## config.mk

```make
export PLATFORM = sky130hd
export DESIGN_NAME = multicycle_control
export DESIGN_NICKNAME = d
export VERILOG_FILES = /design/src/rtl/mips_ctrl_pkg.sv /design/src/rtl/control_output_decoder.sv /design/src/rtl/multicycle_control.sv
export SDC_FILE = /design/constraint.sdc
export NUM_CORES = 1
export LEC_CHECK = 0
export BUFFER_PORTS_ARGS = -buffer_cell sky130_fd_sc_hd__buf_2
export CORE_AREA = 2 2 39 41
export DETAILED_ROUTE_END_ITERATION = 8
export DIE_AREA = 0 0 41 43
export PLACE_DENSITY = 0.72
export SLEW_MARGIN = 20
export SYNTH_ARGS = -nofsm -noshare
export SYNTH_HDL_FRONTEND = slang
export SYNTH_SLANG_ARGS = --single-unit
```

## constraint.sdc

```tcl
create_clock -name clk -period 1.15 [get_ports clk]
set_input_delay 0 -clock clk [delete_from_list [all_inputs] [get_ports clk]]
set_output_delay 0 -clock clk [all_outputs]
set_load 0.02 [all_outputs]
```

## src/rtl/mips_ctrl_pkg.sv

```systemverilog
// Shared constants for the multi-cycle MIPS control path: state codes, opcodes and ALUOp values.
// The ALU control decoder imports the same ALUOp constants.
package mips_ctrl_pkg;

  localparam logic [3:0] FETCH         = 4'd0;
  localparam logic [3:0] DECODE        = 4'd1;
  localparam logic [3:0] MEM_ADDR      = 4'd2;
  localparam logic [3:0] MEM_READ      = 4'd3;
  localparam logic [3:0] MEM_WB        = 4'd4;
  localparam logic [3:0] MEM_WRITE     = 4'd5;
  localparam logic [3:0] EXECUTE       = 4'd6;
  localparam logic [3:0] R_COMPLETE    = 4'd7;
  localparam logic [3:0] BRANCH        = 4'd8;
  localparam logic [3:0] JUMP          = 4'd9;
  localparam logic [3:0] ADDI_EXEC     = 4'd10;
  localparam logic [3:0] ADDI_COMPLETE = 4'd11;

  localparam logic [5:0] OP_RTYPE = 6'b000000;
  localparam logic [5:0] OP_LW    = 6'b100011;
  localparam logic [5:0] OP_SW    = 6'b101011;
  localparam logic [5:0] OP_BEQ   = 6'b000100;
  localparam logic [5:0] OP_J     = 6'b000010;
  localparam logic [5:0] OP_ADDI  = 6'b001000;

  localparam logic [1:0] ALUOP_ADD   = 2'b00;
  localparam logic [1:0] ALUOP_SUB   = 2'b01;
  localparam logic [1:0] ALUOP_FUNCT = 2'b10;

  localparam logic [1:0] SRCB_REG    = 2'b00;
  localparam logic [1:0] SRCB_FOUR   = 2'b01;
  localparam logic [1:0] SRCB_IMM    = 2'b10;
  localparam logic [1:0] SRCB_IMM_SH = 2'b11;

  localparam logic [1:0] PCSRC_ALU    = 2'b00;
  localparam logic [1:0] PCSRC_ALUOUT = 2'b01;
  localparam logic [1:0] PCSRC_JUMP   = 2'b10;

  function automatic logic is_supported_op(input logic [5:0] op);
    return (op == OP_RTYPE) || (op == OP_LW) || (op == OP_SW) ||
           (op == OP_BEQ) || (op == OP_J) || (op == OP_ADDI);
  endfunction

endpackage

```

## src/rtl/control_output_decoder.sv

```systemverilog
// Pure state-to-control-bundle decode for the multi-cycle MIPS FSM.
// Anything not set for a state stays 0; unused state codes decode to all zeros.
module control_output_decoder
  import mips_ctrl_pkg::*;
(
  input  logic [3:0] state,
  output logic       pc_write,
  output logic       pc_write_cond,
  output logic       i_or_d,
  output logic       mem_read,
  output logic       mem_write,
  output logic       ir_write,
  output logic       mem_to_reg,
  output logic       reg_dst,
  output logic       reg_write,
  output logic       alu_src_a,
  output logic [1:0] alu_src_b,
  output logic [1:0] alu_op,
  output logic [1:0] pc_source
);

  always_comb begin
    pc_write      = 1'b0;
    pc_write_cond = 1'b0;
    i_or_d        = 1'b0;
    mem_read      = 1'b0;
    mem_write     = 1'b0;
    ir_write      = 1'b0;
    mem_to_reg    = 1'b0;
    reg_dst       = 1'b0;
    reg_write     = 1'b0;
    alu_src_a     = 1'b0;
    alu_src_b     = SRCB_REG;
    alu_op        = ALUOP_ADD;
    pc_source     = PCSRC_ALU;
    case (state)
      FETCH: begin
        mem_read  = 1'b1;
        ir_write  = 1'b1;
        pc_write  = 1'b1;
        alu_src_b = SRCB_FOUR;
      end
      // Branch target is computed speculatively while the opcode is decoded.
      DECODE: alu_src_b = SRCB_IMM_SH;
      MEM_ADDR: begin
        alu_src_a = 1'b1;
        alu_src_b = SRCB_IMM;
      end
      MEM_READ: begin
        mem_read = 1'b1;
        i_or_d   = 1'b1;
      end
      MEM_WB: begin
        reg_write  = 1'b1;
        mem_to_reg = 1'b1;
      end
      MEM_WRITE: begin
        mem_write = 1'b1;
        i_or_d    = 1'b1;
      end
      EXECUTE: begin
        alu_src_a = 1'b1;
        alu_op    = ALUOP_FUNCT;
      end
      R_COMPLETE: begin
        reg_write = 1'b1;
        reg_dst   = 1'b1;
      end
      BRANCH: begin
        alu_src_a     = 1'b1;
        alu_op        = ALUOP_SUB;
        pc_write_cond = 1'b1;
        pc_source     = PCSRC_ALUOUT;
      end
      JUMP: begin
        pc_write  = 1'b1;
        pc_source = PCSRC_JUMP;
      end
      ADDI_EXEC: begin
        alu_src_a = 1'b1;
        alu_src_b = SRCB_IMM;
      end
      ADDI_COMPLETE: reg_write = 1'b1;
      default: ;
    endcase
  end

endmodule

```

## src/rtl/multicycle_control.sv

```systemverilog
// Main control FSM of the multi-cycle MIPS datapath: state register and next-state logic.
// Outputs are a Moore decode of the state, except illegal_op which also looks at the opcode.
module multicycle_control
  import mips_ctrl_pkg::*;
(
  input  logic       clk,
  input  logic       rst,
  input  logic [5:0] opcode,
  output logic       pc_write,
  output logic       pc_write_cond,
  output logic       i_or_d,
  output logic       mem_read,
  output logic       mem_write,
  output logic       ir_write,
  output logic       mem_to_reg,
  output logic       reg_dst,
  output logic       reg_write,
  output logic       alu_src_a,
  output logic [1:0] alu_src_b,
  output logic [1:0] alu_op,
  output logic [1:0] pc_source,
  output logic       illegal_op,
  output logic [3:0] state
);

  logic [3:0] r_state;
  logic [3:0] w_next_state;

  always_comb begin
    w_next_state = FETCH;
    case (r_state)
      FETCH: w_next_state = DECODE;
      DECODE: begin
        case (opcode)
          OP_LW, OP_SW: w_next_state = MEM_ADDR;
          OP_RTYPE:     w_next_state = EXECUTE;
          OP_BEQ:       w_next_state = BRANCH;
          OP_J:         w_next_state = JUMP;
          OP_ADDI:      w_next_state = ADDI_EXEC;
          default:      w_next_state = FETCH;
        endcase
      end
      // IR is stable here, so the opcode is re-read to split lw from sw.
      MEM_ADDR: begin
        if (opcode == OP_LW)
          w_next_state = MEM_READ;
        else if (opcode == OP_SW)
          w_next_state = MEM_WRITE;
        else
          w_next_state = FETCH;
      end
      MEM_READ:  w_next_state = MEM_WB;
      EXECUTE:   w_next_state = R_COMPLETE;
      ADDI_EXEC: w_next_state = ADDI_COMPLETE;
      default:   w_next_state = FETCH;
    endcase
  end

  always_ff @(posedge clk or posedge rst) begin
    if (rst)
      r_state <= FETCH;
    else
      r_state <= w_next_state;
  end

  assign state      = r_state;
  assign illegal_op = (r_state == DECODE) && !is_supported_op(opcode);

  control_output_decoder u_decode (
    .state         (r_state),
    .pc_write      (pc_write),
    .pc_write_cond (pc_write_cond),
    .i_or_d        (i_or_d),
    .mem_read      (mem_read),
    .mem_write     (mem_write),
    .ir_write      (ir_write),
    .mem_to_reg    (mem_to_reg),
    .reg_dst       (reg_dst),
    .reg_write     (reg_write),
    .alu_src_a     (alu_src_a),
    .alu_src_b     (alu_src_b),
    .alu_op        (alu_op),
    .pc_source     (pc_source)
  );

endmodule

```

=== Yosys cells after proc, flatten, opt, wreduce, memory -nomap -nowiden ===
Index checks and enable logic that the tools add are counted.

* Register bits after elaboration: 4
* Output and inout bits: 21
* Logic and storage cells: 50

* Equal/unequal tests: 16
* Multiplexer cells: 17
* Reductions and logical operators: 16

{| class="wikitable"
|+ Operator list
! cell !! count
|-
| 4-bit one-hot mux with 6 select lines || 1
|-
| 4-bit one-hot mux with 5 select lines || 1
|-
| 4-bit by 3-bit equality test with 1-bit output (second input constant) || 4
|-
| 4-bit equality test (second input constant) || 4
|-
| 6-bit equality test (second input constant) || 2
|-
| 1-bit two-way mux || 10
|-
| 2-bit OR reduction || 5
|-
| 4-bit by 2-bit equality test with 1-bit output (second input constant) || 2
|-
| 2-bit one-hot mux with 2 select lines || 2
|-
| 6-bit by 2-bit equality test with 1-bit output (second input constant) || 1
|-
| 6-bit by 3-bit equality test with 1-bit output (second input constant) || 1
|-
| 6-bit by 4-bit equality test with 1-bit output (second input constant) || 1
|-
| 6-bit zero test || 1
|-
| 3-bit two-way mux || 2
|-
| 2-bit one-hot mux with 3 select lines || 1
|-
| 1-bit logical OR || 5
|-
| 4-bit by 1-bit equality test with 1-bit output (second input constant) || 1
|-
| 4-bit zero test || 1
|-
| 4-bit OR reduction || 1
|-
| 3-bit OR reduction || 1
|-
| 1-bit logical AND || 1
|-
| 1-bit zero test || 1
|}

=== Depth between registers and ports, before layout ===
* Depth in word-level cells: 8
* Mapped depth: 4

=== Hierarchy ===
Synthesis repeated with hierarchy kept, for this count alone.

* Cells, all modules: 70
* Area total of the unflattened synthesis: 533.0 µm²

{| class="wikitable"
|+ By module, submodules not included
! module !! times used !! cells each !! area an instance (µm²) !! seq. area each (µm²)
|-
| multicycle_control || 1 || 40 || 339.1 || 100.1
|-
| control_output_decoder || 1 || 30 || 193.9 || 0.0
|}

=== Worst setup path after synthesis ===
Ideal clock, no wire load.

* Path kind: flip-flop to output port
* Start point: register r_state[1] (netlist: state[1])
* End point: output alu_op[0]
* Arrival time: 1585 ps
* Required time: 1150 ps
* Slack: -435 ps
* Cell stages (with the launch flop): 4
* Cell sequence: dfrtp_1 buf_4 nor3_1 buf_4

* Longest elaborated chain between the ends: 2
* Elaborated cells between the ends (all ways): 3
* Those cells by class: 2 x eq/ne; 1 x mux

{| class="wikitable"
|+ Ends and longest elaborated chain
! what !! RTL line !! source
|-
| start, declared || multicycle_control.sv:26 || <nowiki>logic [3:0] r_state;</nowiki>
|-
| start signal, assigned || multicycle_control.sv:63 || <nowiki>r_state <= w_next_state;</nowiki>
|-
| 4-bit equality test or 4-bit by 3-bit equality test with 1-bit output (tied branches) || control_output_decoder.sv:36 || <nowiki>case (state)</nowiki>
|-
| 2-bit one-hot mux with 2 select lines * || control_output_decoder.sv:36 ||
|-
| end, declared || multicycle_control.sv:20 || <nowiki>output logic [1:0] alu_op,</nowiki>
|}

Mark *: on every way between the ends. The rest lies on a longest branch, timed or not.

=== Final worst setup path ===
* Start point: register r_state[3] (netlist: state[3])
* End point: output illegal_op

* Longest elaborated chain between the ends: 2

{| class="wikitable"
|+ Ends and longest elaborated chain
! what !! RTL line !! source
|-
| 4-bit by 1-bit equality test with 1-bit output || multicycle_control.sv:67 || <nowiki>assign illegal_op = (r_state == DECODE) && !is_supported_op(opcode);</nowiki>
|-
| 1-bit logical AND || multicycle_control.sv:67 ||
|-
| end, declared || multicycle_control.sv:22 || <nowiki>output logic illegal_op,</nowiki>
|}

Every way passes these cells.

==> summary.txt <==
Outcome - complete, but fails checks
Violated checks - setup timing
Port Buffers - 28
Die X - 41 um
First-pass GRT wire length - 3.42 mm
Post-synth top area cell - dfrtp_1
Mapped Nets - 77
Seq/Total Area, Yosys - 19.3%
TNS Setup - -4.56 ns
Final Power - 1.95 mW
Layout Nets - 139
Worst Path Buf+Inv - 1
Area grow syn2layout - 128%
GRT Util Overall - 27.9%
Cell Pwr Density - 1650 nW/um^2
Synth Instances - 69
Drt total wl - 2.78 mm
Fraction of synthesized area in multiplexers - 0%
R2r endpoint - state[3]
Max reg flops - 4
Crit path max fanout - 6
Post-Syn Area - 518 um^2
# clock sinks - 4
TritonCTS Buffers - 3
DIE AREA - 1760 um^2
Hold path cells - 3
Critical path's slowest cell - dfrtp_2
Dominant cells by area after synthesis - dfrtp_1 (19%), nor2_1 (7.2%), nand2b_1 (6.0%)
Number of synthesized flops with an enable pin - 0
CTS tree - done
Tmin final - 1.50 ns
Remaining DRCs - 0
Fillers - 61
Largest family of logic cells by synthesized area - simple AND/OR/NAND/NOR gates
FF-to-FF setup slack - -0.31 ns
Starting Density - 37.4%
Final hold slack - 0.124 ns
HPWL after detailed placement - 1.30 mm
Final Worst Setup Slack - -0.352 ns
Crit path largest cell delay - 0.44 ns
Largest net degree at the start of global routing - 8
Initial antenna violation count - 0
CTS max path bufs - 2
Delay-heaviest family, CP - simple AND/OR/NAND/NOR gates
Via count - 859
I/O Pins - 29
Worst VDD drop - 1050 uV
Fmax - 666 MHz
Max-slew violation count - 0
Synth unique cells - 32
Leak Pwr - 0.550 nW
DR iter-0 viols - 50
R2R Path Start - state[3]
Worst path required time - 1.15 ns
Yosys Warn Count - 0
Relative slew slack - 79.0%
Post-synth top area share - 19.3%
Yosys reg bits - 4
CTS H-tree depth - 1
Layout cells sized above 1 - 73.6%
Core area - 1380 um^2
Crit share post-route - 131%
CP Data Arrival Time - 1.50 ns
Fraction of registers with async set/reset - 100%
Die Y - 43 um
Inst Count DP - 122
Pre-antenna DRT Iters - 4
Unrepaired setup endpoints after global routing - true
Fin util - 85.4%
Register area - 105 um^2
Worst Hold Class - in -> reg
Synth Area in Adders - 0%
Final Cell Area - 1180 um^2
Clk_skew - 0.00412 ns
Post-DP Area - 791 um^2
Mean routed wirelength per cell - 19.1 um
Worst-Margin Slew - 0.314 ns
Vias in the first global route - 733
Ys flop type - dfrtp_1
Final setup viols - 21
CP Launch Type - flip-flop
Area of the multi-input gates - 502 um^2
Post-Synth Simple-Gate Area - 42.8%
R2R depth - 5
Worst skew pair latency - 0.24 ns
Reg clk slew, reported paths - 0.05 ns
Total gr overflow - 0
Setup crit end kind - output pin
Post-Synth XOR/XNOR Area - 6.76%
Non-filler cells, final - 145
Synth Area in Compound Gates - 20.8%
Root buf cell - clkbuf_4
Syn avg cell area - 7.51 um^2
WP depth - 4
Worst Hold Path EP - state[2]
HP Start - opcode[3]
Vias per cell - 5.92
Num rows - 14
Cells along the critical path - or2_4 > a211oi_2 > and3_4 > buf_6
# diodes - 0
Hold Violations, Final - 0
Routed Antenna Nets - 0
Pre-CTS WS - -0.0953 ns
Number of max-cap violations - 0
Final GP Congestion - 0.837
Crit Path Class - reg -> out
## cell usage in the layout (no fill, tap or decap), types with 3 or more instances in the layout
cell      count
buf_2        15
clkbuf_4      3
nor3_2        3
dfrtp_2       4
buf_6        23
nand2_1       3
nor2_4        3
buf_4        24
nor2_1        6
xor2_1        3
o21ai_1       3
## cell families after synthesis
group | after synthesis
AOI/OAI and AO/OA | 16
xor gates and xnor gates | 4
buffers and inverters | 8
DFF | 4
and+or+nand+nor | 37
## how the worst max path moves through the flow
stage / from / end / slack [ns]
after floorplan: state[3] / state[0] / -0.11
after global placement: state[0] / state[1] / -0.05
after detailed placement: state[2] / state[2] / -0.1
after CTS: state[3] / illegal_op / -0.24
after global routing: state[2] / reg_write / -0.37
final: state[3] / illegal_op / -0.35
## power breakdown
part	total [mW]	switching, mW	leakage (nW)	internal, mW
clock	0.197	0.0788	0.0138	0.118
combinational	1.52	0.703	0.489	0.819
sequential	0.236	0.0668	0.0474	0.169
## final cells by class
type / count / share of cell area [%]
timing repair buffer: 63 / 44.4
multi-input combinational: 57 / 42.5
inverter: 2 / 0.636
clock buffer: 3 / 1.91
tap: 16 / 1.69
sequential: 4 / 8.90
## worst register-to-register path: stages, from the launching register on
cell,delay [ns]
dfrtp_2,0.44
or2_4,0.28
buf_4,0.14
buf_6,0.11
buf_6,0.11
o32ai_2,0.27
## layer usage
metal | share of wire [%] | up-vias | global-route usage [%] | routed length (um)
met5 | 0 | - | 0 | 0
met1 | 41 | 429 | 39.9 | 1150
met3 | 6.7 | 10 | 1.05 | 187
met2 | 49 | 52 | 42.8 | 1360
met4 | 2.7 | 0 | 10.0 | 75
li1 | - | 368 | - | -
## what timing repair did
item / CTS / global route
hold buffers: 1 / 0
buffers inserted: 13 / 7
gates resized for setup: 44 / 15
pin swaps: 14 / 8
hold endpoints to repair: 4 / 0
endpoints found under the setup margin: 21 / 21
## Yosys cell counts, types with 2 or more instances
cell type,instances
inv_1,2
buf_4,4
xor2_1,3
nor3_2,2
o21ai_0,2
a21oi_1,4
nor2_1,10
nor3_1,5
and3_1,3
nand2b_1,5
dfrtp_1,4
nand2_1,4
o21ai_1,2
Note: power is estimated with default switching activity, not from simulation.
